**src/rtl/fft16_sample_loader.sv**
```systemverilog
// fft16_sample_loader: gathers 16 complex samples into a bit-reversed buffer,
// then presents them as 8 adjacent butterfly pairs for the first radix-2 stage.
//
// Ports
//   i_clk, i_rst_n        rising-edge clock, asynchronous active-low reset
//   i_valid, i_re, i_im   upstream sample stream (accepted when o_ready=1)
//   o_ready               loader accepts a sample this cycle
//   o_in0_re/o_in0_im     butterfly upper input  (buffer[2p])
//   o_in1_re/o_in1_im     butterfly lower input  (buffer[2p+1])
//   o_pair_idx            pair index p (0..7)
//   o_pair_valid          pair outputs valid
//   i_pair_ack            downstream consumed the pair
//   o_frame_done          one-cycle pulse after the last pair is acknowledged
module fft16_sample_loader #(
    parameter int unsigned WORD_SIZE = 16,
    parameter int unsigned FRACTION  = 8
) (
    input  logic                 i_clk,
    input  logic                 i_rst_n,
    input  logic                 i_valid,
    input  logic [WORD_SIZE-1:0] i_re,
    input  logic [WORD_SIZE-1:0] i_im,
    output logic                 o_ready,
    output logic [WORD_SIZE-1:0] o_in0_re,
    output logic [WORD_SIZE-1:0] o_in0_im,
    output logic [WORD_SIZE-1:0] o_in1_re,
    output logic [WORD_SIZE-1:0] o_in1_im,
    output logic [2:0]           o_pair_idx,
    output logic                 o_pair_valid,
    input  logic                 i_pair_ack,
    output logic                 o_frame_done
);

    localparam int unsigned DEPTH = 16;

    // Data passes through unscaled; the fraction width only has to be sane.
    if (FRACTION >= WORD_SIZE) begin : g_bad_fraction
        $error("FRACTION must be smaller than WORD_SIZE");
    end

    typedef enum logic {
        ST_LOAD = 1'b0,
        ST_EMIT = 1'b1
    } state_e;

    state_e               state_q;
    logic [3:0]           cnt_q;
    logic [2:0]           p_q;
    logic                 ready_q;
    logic                 pvalid_q;
    logic                 done_q;
    logic [2:0]           idx_q;
    logic [WORD_SIZE-1:0] in0_re_q;
    logic [WORD_SIZE-1:0] in0_im_q;
    logic [WORD_SIZE-1:0] in1_re_q;
    logic [WORD_SIZE-1:0] in1_im_q;

    logic [WORD_SIZE-1:0] mem_re [DEPTH];
    logic [WORD_SIZE-1:0] mem_im [DEPTH];

    logic       accept_c;
    logic [3:0] wr_idx_c;
    logic [2:0] p_nxt_c;
    logic [3:0] rd0_idx_c;
    logic [3:0] rd1_idx_c;

    // Handshake, bit-reversed write address and next-pair read addresses.
    always_comb begin
        accept_c  = (state_q == ST_LOAD) && ready_q && i_valid;
        wr_idx_c  = {cnt_q[0], cnt_q[1], cnt_q[2], cnt_q[3]};
        p_nxt_c   = p_q + 3'd1;
        rd0_idx_c = {p_nxt_c, 1'b0};
        rd1_idx_c = {p_nxt_c, 1'b1};
    end

    // Sample buffer; contents survive reset, a new frame overwrites every entry.
    always_ff @(posedge i_clk) begin
        if (accept_c) begin
            mem_re[wr_idx_c] <= i_re;
            mem_im[wr_idx_c] <= i_im;
        end
    end

    // Load/emit controller with registered pair outputs.
    always_ff @(posedge i_clk or negedge i_rst_n) begin
        if (!i_rst_n) begin
            state_q  <= ST_LOAD;
            cnt_q    <= 4'd0;
            p_q      <= 3'd0;
            ready_q  <= 1'b0;
            pvalid_q <= 1'b0;
            done_q   <= 1'b0;
            idx_q    <= 3'd0;
            in0_re_q <= '0;
            in0_im_q <= '0;
            in1_re_q <= '0;
            in1_im_q <= '0;
        end else begin
            done_q <= 1'b0;
            unique case (state_q)
                ST_LOAD: begin
                    ready_q <= 1'b1;
                    if (accept_c) begin
                        if (cnt_q == 4'd15) begin
                            // Sample 15 lands in entry 15, so pair 0 is already complete.
                            state_q  <= ST_EMIT;
                            cnt_q    <= 4'd0;
                            ready_q  <= 1'b0;
                            pvalid_q <= 1'b1;
                            p_q      <= 3'd0;
                            idx_q    <= 3'd0;
                            in0_re_q <= mem_re[0];
                            in0_im_q <= mem_im[0];
                            in1_re_q <= mem_re[1];
                            in1_im_q <= mem_im[1];
                        end else begin
                            cnt_q <= cnt_q + 4'd1;
                        end
                    end
                end
                ST_EMIT: begin
                    if (i_pair_ack) begin
                        if (p_q == 3'd7) begin
                            state_q  <= ST_LOAD;
                            pvalid_q <= 1'b0;
                            ready_q  <= 1'b1;
                            done_q   <= 1'b1;
                            p_q      <= 3'd0;
                            idx_q    <= 3'd0;
                        end else begin
                            p_q      <= p_nxt_c;
                            idx_q    <= p_nxt_c;
                            in0_re_q <= mem_re[rd0_idx_c];
                            in0_im_q <= mem_im[rd0_idx_c];
                            in1_re_q <= mem_re[rd1_idx_c];
                            in1_im_q <= mem_im[rd1_idx_c];
                        end
                    end
                end
                default: state_q <= ST_LOAD;
            endcase
        end
    end

    assign o_ready      = ready_q;
    assign o_pair_valid = pvalid_q;
    assign o_frame_done = done_q;
    assign o_pair_idx   = idx_q;
    assign o_in0_re     = in0_re_q;
    assign o_in0_im     = in0_im_q;
    assign o_in1_re     = in1_re_q;
    assign o_in1_im     = in1_im_q;

endmodule

```
**config.mk**
```make
export PLATFORM = sky130hd
export DESIGN_NAME = fft16_sample_loader
export DESIGN_NICKNAME = d
export VERILOG_FILES = /design/src/rtl/fft16_sample_loader.sv
export SDC_FILE = /design/constraint.sdc
export NUM_CORES = 1
export LEC_CHECK = 0
export ABC_AREA = 1
export CELL_PAD_IN_SITES_DETAIL_PLACEMENT = 1
export CELL_PAD_IN_SITES_GLOBAL_PLACEMENT = 1
export CORE_MARGIN = 2
export CORE_UTILIZATION = 48
export DETAILED_ROUTE_END_ITERATION = 16
export PLACE_DENSITY_LB_ADDON = 0.1
export SLEW_MARGIN = 10
export SYNTH_ARGS = -nofsm -noshare
export SYNTH_HDL_FRONTEND = slang
export SYNTH_SLANG_ARGS = --single-unit
```
**constraint.sdc**
```tcl
create_clock -name i_clk -period 4.2 [get_ports i_clk]
set_input_delay 0.42 -clock i_clk [delete_from_list [all_inputs] [get_ports i_clk]]
set_output_delay 0.42 -clock i_clk [all_outputs]
set_load 0.005 [all_outputs]
```
# Word level (Yosys, flattened, before mapping)
# Memory sizes are Yosys's and may differ from the RTL's.
# Cells that the tools add are included.
[totals]
register_bits = 75
input_bits = 36
ramBits = 512
out_inout_bits = 70
elab_cells = 75
mem_count = 2
[op_classes]
addsub = 2
reduce_logical = 7
bitwise_logic = 1
n_mux = 46
eq_ne = 7
[memory_table]
columns = ["memory", "depth", "width", "read_ports", "rd_ports_with_merged_regs", "write_ports", "line_no", "rtl"]
rows = [
  ["mem_im", 16, 16, 4, 0, 1, "59", "logic [WORD_SIZE-1:0] mem_im [DEPTH];"],
  ["mem_re", 16, 16, 4, 0, 1, "58", "logic [WORD_SIZE-1:0] mem_re [DEPTH];"],
]
[op_table]
columns = ["cell", "n"]
rows = [
  ["$mux W16", 16],
  ["$pmux W16 S2", 4],
  ["$mux W1", 17],
  ["$mux W3", 4],
  ["$reduce_and A4 Y1", 2],
  ["$ne A2 B2 Y1 const B", 3],
  ["$pmux W1 S2", 3],
  ["$pmux W3 S2", 1],
  ["$add A4 B1 Y4 const B", 1],
  ["$eq A4 B4 Y1 const B", 1],
  ["$mux W4", 1],
  ["$ne A2 B1 Y1 const B", 2],
  ["$reduce_and A2 Y1", 2],
  ["$add A3 B1 Y3 const B", 1],
  ["$eq A3 B3 Y1 const B", 1],
  ["$reduce_and A3 Y1", 1],
  ["$logic_and A1 B1 Y1", 2],
  ["$not A1 Y1", 1],
]

# Depth between registers and ports, before layout
# Gate-level depths: netlist of the first run.
[logic_depth]
word_depth = 5
mapped_depth = 10
ltp_nobuf = 9

# Worst setup path before layout of the first run
# No wires, ideal clock.
[synth_timing]
path_kind = "reg2reg"
start = "reg cnt_q[0]"
end = "mem mem_im[12][0] (enable)"
setup_ns = 0.461
required_ns = 3.739
period_less_slack_ns = 3.316
arrival_ns = 2.855
path_slack_ns = 0.884
path_stages_with_launch = 4
cell_sequence = "dfrtp_1 > ha_1 > inv_1 > nor3_1"
[synth_rtl]
columns = ["item", "line_no", "rtl"]
rows = [
  ["start, declared", "47", "logic [3:0] cnt_q;"],
  ["start signal, assigned", "117", "cnt_q <= cnt_q + 4'd1;"],
  ["end, declared", "59", ""],
]
# No word-level cell before the write port.

# Worst setup path after layout of the first run
[layout_timing]
start = "reg state_q"
end = "reg in1_re_q[12] (netlist: o_in1_re[12])"
[layout_via]
elab_chain_cells = 5
word_cells_on_any_way = 9
cone_classes = "eq/ne (4); mux (1); bitwise (1); reduce/logical (3)"
[layout_lines]
columns = ["item", "line_no", "rtl"]
rows = [
  ["start, declared", "46", "state_e state_q;"],
  ["start signal, assigned", "87", "state_q <= ST_LOAD;"],
  ["start signal, assigned", "106", "state_q <= ST_EMIT;"],
  ["start signal, assigned", "124", "state_q <= ST_LOAD;"],
  ["$not A1 Y1 (no source line)", "-", ""],
  ["$logic_and A1 B1 Y1 (2 in a row)", "69", "accept_c = (state_q == ST_LOAD) && ready_q && i_valid;"],
  ["$ne A2 B2 Y1 (no source line)", "-", ""],
  ["$reduce_and A4 Y1 (no source line)", "-", ""],
  ["end signal, assigned", "114", "in1_re_q <= mem_re[1];"],
  ["end signal, assigned", "135", "in1_re_q <= mem_re[rd1_idx_c];"],
  ["end, declared", "55", "logic [WORD_SIZE-1:0] in1_re_q;"],
]
# Several ways; a longest one is shown, not always the timed one.
# A chain may end at the register's enable or synchronous reset.

==> out/metrics.cfg, run 1 <==
[timing]
setup_viol = 0
grt_setup_unrepaired = false
tns_ps = 0
fmax_mhz = 352.4
timing.slew.headroom_pct = 29.45
hold_viol = 0
worst_pin_slew_ps = 1058
fin_crit_ps = 2838
finalMaxSlewViolations = 0
skew_ps = 27.83
period_share_pct = 67.56

[clock_tree]
cts_max_path_buffers = 3
cts_tree = done
post_cts_resize_count = 0
clkTransAtPathRegs_ps = 60
cts_root_buffer = clkbuf_16
cts_sinks = 587
cts_post_setup_buffers_inserted = 0
clk_latency_ps = 610
cts_buffers = 66
htreeDepth = 3

[logic_synthesis]
ys_seq_area_share_pct = 68.42
synth_area_leader_cell = edfxtp_1
syn_avg_cell_area_sq_um = 10.25
yosysWarnings = 0
post_synth_main_area_contributors = edfxtp_1 (61%), nand3_1 (7.7%), dfrtp_1 (7.4%), nand2_1 (7.0%), inv_1 (5.9%)
ys_ff_latch = 587
syn_area_sq_um = 25210
netlist_instances = 2459
synth_top_area_share_pct = 60.98
yosysUniqueCellTypes = 20
synth_nets = 2503

[pwr]
irDropWorstVdd_uv = 692.5
power_density_nw_per_um2 = 718.5
leakage_nw = 12.12
power_mw = 21.01

[min_path]
hold_class = in -> async

[critical_path]
end_kind = flop
required_ps = 4720
regToRegSetupSlack_ps = 1360
crit_path_max_fanout = 57
slowest_delay_ps = 620
timing.rr.end = o_in1_re[12]
crit_arrival_ps = 3360
cp-start-kind = flop
timing.rr.start = state_q
rr_worst_depth = 8
path_cells = buf_4 -> nand2_1 -> nor2_1 -> nor2_4 -> inv_2 -> buf_4 -> nor2_1 -> a21oi_1
cp_top_family = buffers and inverters
cp_slowest_cell = buf_4
crit_buf_inv = 3
path_class = reg -> reg

[global_route]
grt.total_usage_pct = 27.48
grt_pass1_wl_microns = 111900
grt_pass1_vias = 19493
antenna_found_initial = 1
grt_overflow = 0
grt_start_max_net_pins = 82

[floorplan]
rows = 83
die-area_sq_um = 54380
fp.dieH_microns = 233.2
pin_count = 106
die_w_microns = 233.2
start_util_pct = 48.85
core-area_sq_um = 51610

[final_layout]
layout-drive-gt1-share_pct = 8.833
multi_input_area_sq_um = 6003
areaGrowthSynthToFinish_pct = 16.00
design_area_sq_um = 29250
final_nets = 2595
fillers = 5496
antenna_cells = 0
seqCellArea_sq_um = 17260

[drt]
route.detailed.wl_per_inst_microns = 22.08
num_vias = 17797
drt.antenna.violating_nets = 0
drt-initial-drc-count = 1090
detail_route.vias_per_cell = 5.419
drt_pass1_iterations = 7
routed_wl_microns = 72510
drc = 0

[placement]
gp_congestion = 0.7588
portBuffers = 105
dp.final_hpwl_microns = 39720
dpl_cell_area_sq_um = 27100

[flow_run]
maxCapViolCount = 0

[run_status]
outcome = complete, no violations

[worst max-delay path by stage]
stage,startpoint,end,slack (ps),cells past startpoint
final,state_q,o_in1_re[12],1360,8
after global placement,i_valid,mem_re[9][8],1370,6
after floorplan,cnt_q[0],mem_im[12][0],880,3
after CTS,o_pair_idx[0],o_pair_idx[0],1350,2
after global routing,state_q,o_in0_im[0],1140,8
after detailed placement,i_valid,mem_re[9][8],1330,6
[cells in the final DEF (no fill, tap or decap), types with 6 or more instances in the layout]
master / instances
clkinv_1: 10
clkinv_2: 12
a21oi_1: 66
or2_2: 64
buf_12: 8
nand3_1: 388
inv_1: 393
clkdlybuf4s50_1: 104
edfxtp_1: 512
ha_1: 6
nand2_1: 468
nor2_1: 326
nor2_4: 13
inv_2: 6
dfrtp_1: 73
clkbuf_1: 18
buf_4: 37
clkbuf_16: 71
[cell usage after synthesis]
cell / number
nand2_1: 468
nand3_1: 388
nor2_4: 1
nor2_1: 338
o21ai_0: 5
buf_1: 27
buf_4: 6
edfxtp_1: 512
nand3_2: 1
a21oi_1: 66
buf_2: 23
clkbuf_1: 63
xor2_1: 1
buf_6: 7
ha_1: 8
dfrtp_1: 75
or2_2: 64
inv_1: 396
nor3_1: 6
inv_2: 4
[power by group]
group / total [mW] / internal (mW) / leakage, nW / switching, mW
sequential: 7.50 / 7.10 / 5.46 / 0.400
clock: 5.76 / 3.42 / 1.06 / 2.34
combinational: 7.75 / 2.56 / 5.61 / 5.19
total: 21.0 / 13.1 / 12.1 / 7.93
[metrics by stage]
step                setup WS, ps  utilization [%]  hold slack (ps)  std cells
floorplan                  883.5                -            124.4       2459
global placement            1367            52.50            510.9       3162
detailed placement          1326            52.50            516.2       3162
CTS                         1347            56.67            412.2       3284
global route                1140            56.67            449.4       3284
finish                      1362            56.67            406.4       3284
[cell families (layout without fill, tap and decap cells)]
group,Yosys count,in the layout,share of synthesized area [%]
simple gates,1266,1266,21.49
flops,587,587,68.42
buf+inv,526,671,8.243
compound gates,71,71,1.409
fa+ha+maj,8,8,0.3970
xor+xnor,1,1,0.03474
[per-layer routing]
metal / up-vias / routed length [microns] / track usage [%]
met1: 9114 / 30780 / 35.28
met3: 127 / 3517 / 3.870
met4: 2 / 1644 / 8.977
met5: - / 17 / 0
met2: 447 / 36550 / 48.02
li1: 8107 / - / -
[state kept, by name, indices dropped and copies added (netlist names)]
signal        flops
mem_im          256
mem_re          256
o_in0_im         16
o_in0_re         16
o_in1_im         16
o_in1_re         16
cnt_q             4
o_pair_idx        3
o_frame_done      1
o_pair_valid      1
o_ready           1
state_q           1
[what timing repair did]
| item | 4_1_cts | 5_1_grt |
|---|---|---|
| hold buffers | 1 | 0 |
| endpoints found under the hold margin | 41 | 0 |
| setup endpoints to repair | 0 | 0 |
[final cells by class]
cell class / instances / area share, %
Clock buffer: 94 / 6.541
Clock inverter: 27 / 0.7743
Inverter: 400 / 5.151
Multi-Input combinational cell: 1346 / 20.53
Sequential cell: 587 / 59.01
Tap cell: 680 / 2.909
Timing Repair Buffer: 150 / 5.091
Power figures use the tool's default switching activity.
==> inputs of run 2 (changes only) <==
--- a/config.mk
+++ b/config.mk
@@ -9,7 +9,7 @@
 export CELL_PAD_IN_SITES_DETAIL_PLACEMENT = 1
 export CELL_PAD_IN_SITES_GLOBAL_PLACEMENT = 1
 export CORE_MARGIN = 2
-export CORE_UTILIZATION = 48
+export CORE_UTILIZATION = 44
 export DETAILED_ROUTE_END_ITERATION = 16
 export PLACE_DENSITY_LB_ADDON = 0.1
 export SLEW_MARGIN = 10
==> constraint.sdc (replaced) <==
create_clock -name i_clk -period 2.59 [get_ports i_clk]
set_input_delay 0.259 -clock i_clk [delete_from_list [all_inputs] [get_ports i_clk]]
set_output_delay 0.259 -clock i_clk [all_outputs]
set_load 0.005 [all_outputs]
==> out/metrics.cfg, run 2 (synthesis results as in run 1) <==
[timing]
fin_crit_ps = 2430
setup_viol = 0  ; unchanged
skew_ps = 18.60  ; -9.233 ps
hold_viol = 0  ; unchanged
fmax_mhz = 411.6
grt_setup_unrepaired = false
worst_pin_slew_ps = 756.2  ; -302.1 ps
period_share_pct = 93.81
setup_slack_ps = 160.4  ; -1202 ps
finalMaxSlewViolations = 0  ; unchanged
timing.slew.headroom_pct = 49.58  ; +20 points

[final_layout]
multi_input_area_sq_um = 6013  ; +0.17%
top_regs = mem_im: 256 flops, mem_re: 256 flops
antenna_cells = 0  ; unchanged
final_nets = 2610  ; +0.58%
seqCellArea_sq_um = 17260  ; unchanged
fillers = 5991  ; +9.0%
mostFrequentLayoutCells = edfxtp_1 (512), nand2_1 (468), inv_1 (392)
layout-drive-gt1-share_pct = 9.171  ; +0.34 points
final_util_pct = 52.81  ; -3.9 points
mostFrequentLayoutCell = edfxtp_1
areaGrowthSynthToFinish_pct = 18.34

[floorplan]
die_w_microns = 243.4  ; +4.4%
pin_count = 106  ; unchanged
fp.dieH_microns = 243.4  ; +4.4%
core-area_sq_um = 56500  ; +9.5%
start_util_pct = 44.63  ; -4.2 points
die-area_sq_um = 59230  ; +8.9%
rows = 87  ; +4.8%

[drt]
drc = 0  ; unchanged
met1_length_microns = 30560  ; -0.70%
met3_length_microns = 2708  ; -23%
highest_layer = met5
route.detailed.wl_per_inst_microns = 21.06  ; -4.6%
drt.antenna.violating_nets = 0  ; unchanged
wl_met2_microns = 35990  ; -1.6%
routed_wl_microns = 71040  ; -2.0%
detail_route.vias_per_cell = 5.231  ; -3.5%
drt-initial-drc-count = 996  ; -8.6%
num_vias = 17643  ; -0.87%
drt_pass1_iterations = 5  ; -2

[global_route]
grt.total_usage_pct = 24.26  ; -3.2 points
grt_pass1_vias = 18893  ; -3.1%
grt_overflow = 0  ; unchanged
antenna_found_initial = 1  ; unchanged
grt_pass1_wl_microns = 109200  ; -2.4%
grt_start_max_net_pins = 133  ; +62%

[run_status]
outcome = complete, no violations

[placement]
gp_congestion = 0.7553  ; -0.46%
place_ws_ps = 396.1  ; -929.7 ps
portBuffers = 105  ; unchanged
dp.final_hpwl_microns = 39490  ; -0.57%

[critical_path]
crit_path_max_fanout = 132  ; +130%
end_kind = output pin
required_ps = 2330  ; -2390 ps
cp-start-kind = flop
crit_arrival_ps = 2170  ; -1190 ps
path_class = reg -> out

[pwr]
power_mw = 34.52  ; +64%
power_density_nw_per_um2 = 1157  ; +61%
leakage_nw = 12.28  ; +1.4%
irDropWorstVdd_uv = 1540  ; +120%

[flow_run]
maxCapViolCount = 0  ; unchanged

[clock_tree]
cts_root_buffer = clkbuf_16
cts_tree = done
cts_buffers = 66  ; unchanged
cts_max_path_buffers = 3  ; unchanged
clkTransAtPathRegs_ps = 60  ; about the same
htreeDepth = 3  ; unchanged
clk_latency_ps = 600  ; about the same
cts_sinks = 587  ; unchanged

[min_path]
hold_class = in -> async

-- run 2: cell types whose count changed in the layout (fill, tap and decap cells not counted), sizes merged --
cell,previous run,this run
clkbuf,94,100
buf,45,60
clkinv,22,12
clkinvlp,0,2
inv,401,399
bufinv,4,6
-- run 2: layout make-up --
| cell class | instances | share of cell area [%] |
|---|---|---|
| Sequential cell | 587 | 57.85 |
| Multi-Input combinational cell | 1346 | 20.15 |
| Timing Repair Buffer | 165 | 6.525 |
| Clock buffer | 100 | 6.420 |
| Inverter | 400 | 5.057 |
| Tap cell | 756 | 3.170 |
| Clock inverter | 19 | 0.8261 |
-- run 2: worst paths after layout --
check | cells past startpoint | slack (ps) | to | from
max in group asynchronous | 3 | 1630 | o_in1_re[10] | i_rst_n
hold reg to reg | 2 | 520 | o_pair_valid | o_pair_valid
hold / removal | 2 | 170 | o_in1_im[6] | i_rst_n
setup / recovery | 2 | 160 | o_pair_idx[0] | o_pair_idx[0]
setup reg to reg | 7 | 370 | o_in1_re[4] | o_pair_idx[0]
min in group i_clk | 3 | 380 | o_frame_done | i_pair_ack
-- run 2: per-layer routing --
metal,up-vias,track usage [%]
li1,8136,-
met1,9050,31.23
met2,344,42.26
met3,111,3.250
met4,2,8.246
met5,-,0
-- run 2: repair_timing --
item                                    4_1_cts  5_1_grt
hold buffers                                  1        0
setup buffers                                 0        0
endpoints found under the setup margin        0        1
gates resized for setup                       0        1
hold endpoints to repair                     25        0
-- run 2: power by group --
| group | internal, mW | switching (mW) |
|---|---|---|
| clock network | 5.70 | 3.66 |
| logic | 4.55 | 8.45 |
| registers | 11.5 | 0.650 |
| total | 21.8 | 12.8 |
-- run 2: critical path, stage by stage, from the launching register on --
cell,delay (ps)
dfrtp_4,510
buf_16,430
clkdlybuf4s50_1,620
-- run 2: through the flow --
stage               cells  TNS, ps  hold WS, ps  instance area (sq um)
CTS                  3373        0        160.4                  29830
finish               3373        0        170.6                  29840
global route         3373        0        189.1                  29840
floorplan            2459   -75710       -36.59                  25240
detailed placement   3253        0        263.9                  27660
global placement     3253        0        253.6                  27660
==> patch, RTL diff (flow settings as in run 1) <==
`DEPTH`: 16 -> 32.
--- a/src/rtl/fft16_sample_loader.sv
+++ b/src/rtl/fft16_sample_loader.sv
@@ -31,7 +31,7 @@
     output logic                 o_frame_done
 );
 
-    localparam int unsigned DEPTH = 16;
+    localparam int unsigned DEPTH = 32;
 
     // Data passes through unscaled; the fraction width only has to be sane.
     if (FRACTION >= WORD_SIZE) begin : g_bad_fraction
Check against the original RTL: no difference found for any inputs over 10 cycles, from zero or initial values and one cycle with i_rst_n low; that may be too few to reach the edited logic, so the function may still have changed.
==> patch against run 1 <==
  * Global-route usage fell by 2.4 points
  * Critical path depth unchanged
  * Sequential cell count stayed put
  * Sequential power is 0.7% lower
  * Total power increased by 0.62%
  * Synthesized area is 3.0% higher
  * Worst setup slack lost 0.12 ns
  * Design area increased by 1.8%
  * First-iteration DRC count shrank 4.6%
  * Count of clock-buffer cells in the layout decreased by 2
  * Wire length decreased by 4.6%
==> patch: results <==
export IMPL_grt_usage_pct=25.0
export IMPL_ys_types=24
export IMPL_grt_pass1_wl_um=108000
export IMPL_ir_drop_mv=0.504
export IMPL_synth_top_cells_by_count="520 x inv_1, 519 x nand2_1, 512 x edfxtp_1"
export IMPL_grt_pass1_vias=19400
export IMPL_synth_compound_area_share_pct=1.99
export IMPL_tightest_slew_ns=1.18
export IMPL_muxShareOfSynthArea_pct=0
export IMPL_hp_class="primary input to asynchronous set/reset pin"
export IMPL_drt_iter0_markers=1040
export IMPL_critPathMaxStageDelay_ns=0.62
export IMPL_cts_buffers=66
export IMPL_io_buffer_count=105
export IMPL_pre_cts_slack_ns=1.13
export IMPL_synth_edf_count=512
export IMPL_yosysSeqAreaShare_pct=66.4
export IMPL_slowest_stage="buf_12"
export IMPL_cts_root_buf="clkbuf_16"
export IMPL_vias=17800
export IMPL_num_fill_cells=5843
export IMPL_clock_path_buffers=3
export IMPL_antenna_found_initial=1
export IMPL_synth_xor_xnor_area_share_pct=0.0337
export IMPL_cts_resized=0
export IMPL_diodes=0
export IMPL_syn_num_nets=2632
export IMPL_place_area_sq_um=27700
export IMPL_p_leak_nw=12.9
export IMPL_finalClockSkew_ns=0.0145
export IMPL_tns_ns=0
export IMPL_nets=2707
export IMPL_wl_per_cell_um=20.3
export IMPL_drt_pass1_iterations=5
export IMPL_synthAdderAreaFrac_pct=0.385
export IMPL_path_max_fanout=179
export IMPL_hpwlAfterDp_um=39100
export IMPL_clk_pin_slew_ns=0.06
export IMPL_worstPathArrival_ns=3.43
export IMPL_largestRegisters="mem_im: 256 flops, mem_re: 256 flops"
export IMPL_ff2ff_path_depth=8
export IMPL_hold_viol=0
export IMPL_status="finished, final reports clean"
export IMPL_gp_congestion=0.750
export IMPL_htreeDepth=3
export IMPL_clock_latency_ns=0.60
export IMPL_grt_max_degree=180
export IMPL_synth_area_leaders="edfxtp_1 59%, inv_1 7.5%, nand2_1 7.5%, nand3_1 7.5%, dfrtp_1 7.2%"
export IMPL_drive_gt1_share_pct=8.80
export IMPL_yosys_warnings=0
export IMPL_sw_frac_of_total_pct=38.8
export IMPL_synthArstFlopShare_pct=12.8
-- patch: cell types whose count changed after synthesis, moves of 14 or more --
| cell | change |
|---|---|
| nand2_1 | +51 |
| clkbuf_1 | -30 |
| or2_2 | -30 |
| inv_1 | +124 |
| a21oi_2 | +42 |
| nand2_2 | +14 |
| or2_1 | +30 |
| buf_2 | +36 |
| nor2_1 | -62 |
| a21oi_1 | -42 |
-- patch: area by class of cell --
type	instances	area share (%)
Clock buffer	92	6.11
Clock inverter	28	0.735
Inverter	525	6.65
Multi-Input combinational cell	1348	20.9
Sequential cell	587	57.9
Tap cell	696	2.92
Timing Repair Buffer	135	4.70
-- patch: power groups by stage --
stage | combinational, mW | sequential, mW | clock [mW]
6_report | 8.16 | 7.45 | 5.53
5_1_grt | 9.07 | 7.52 | 5.87
4_1_cts | 8.29 | 7.46 | 5.64
3_5_place_dp | 8.17 | 7.57 | 0
3_3_place_gp | 7.89 | 7.55 | 0
2_1_floorplan | 5.35 | 7.47 | 0
-- patch: per-stage QoR --
stage | util (%) | cells
2_1_floorplan | - | 2588
3_3_place_gp | 51.7 | 3290
3_5_place_dp | 51.7 | 3290
4_1_cts | 55.6 | 3411
5_1_grt | 55.6 | 3411
6_report | 55.6 | 3411
-- patch: path summary, 6_finish.rpt --
check / slack (ns) / startpoint / to
min in group i_clk: 0.52 / i_pair_ack / o_frame_done$_DFF_PN0_
worst max register to register: 1.25 / o_pair_idx[0]$_DFFE_PN0P_ / o_in0_re[14]$_DFFE_PN0P_
max in group asynchronous: 2.69 / i_rst_n / o_in1_re[11]$_DFFE_PN0P_
worst min register to register: 0.56 / o_pair_valid$_DFFE_PN0P_ / o_pair_valid$_DFFE_PN0P_
worst max-delay path: 1.25 / o_pair_idx[0]$_DFFE_PN0P_ / o_in0_re[14]$_DFFE_PN0P_
worst min-delay path: 0.50 / i_rst_n / o_in0_re[11]$_DFFE_PN0P_
-- patch: worst max-delay path, delay by kind of cell, from the launching register on --
kind,cells,cell delay [ns]
simple gates,4,0.61
buf+inv,3,1.49
flops,1,0.45
compound gates,1,0.07
-- patch: metal layers --
layer  track usage (%)  wire (um)
met1              30.7      29300
met4              7.83       1470
met3              3.42       2440
met2              45.7      36000
met5                 0          0
-- patch: repair_timing --
item                      in CTS  in global routing
setup buffers                  0                  0
hold buffers                   1                  0
hold endpoints to repair      30                  0
-- patch: kinds of logic after synthesis --
kind of cell / Yosys count
and+or+nand+nor: 1267
xor gates and xnor gates: 1
buffers and inverters: 653
DFF: 587
AOI/OAI and AO/OA: 72
adders and majority gates: 8
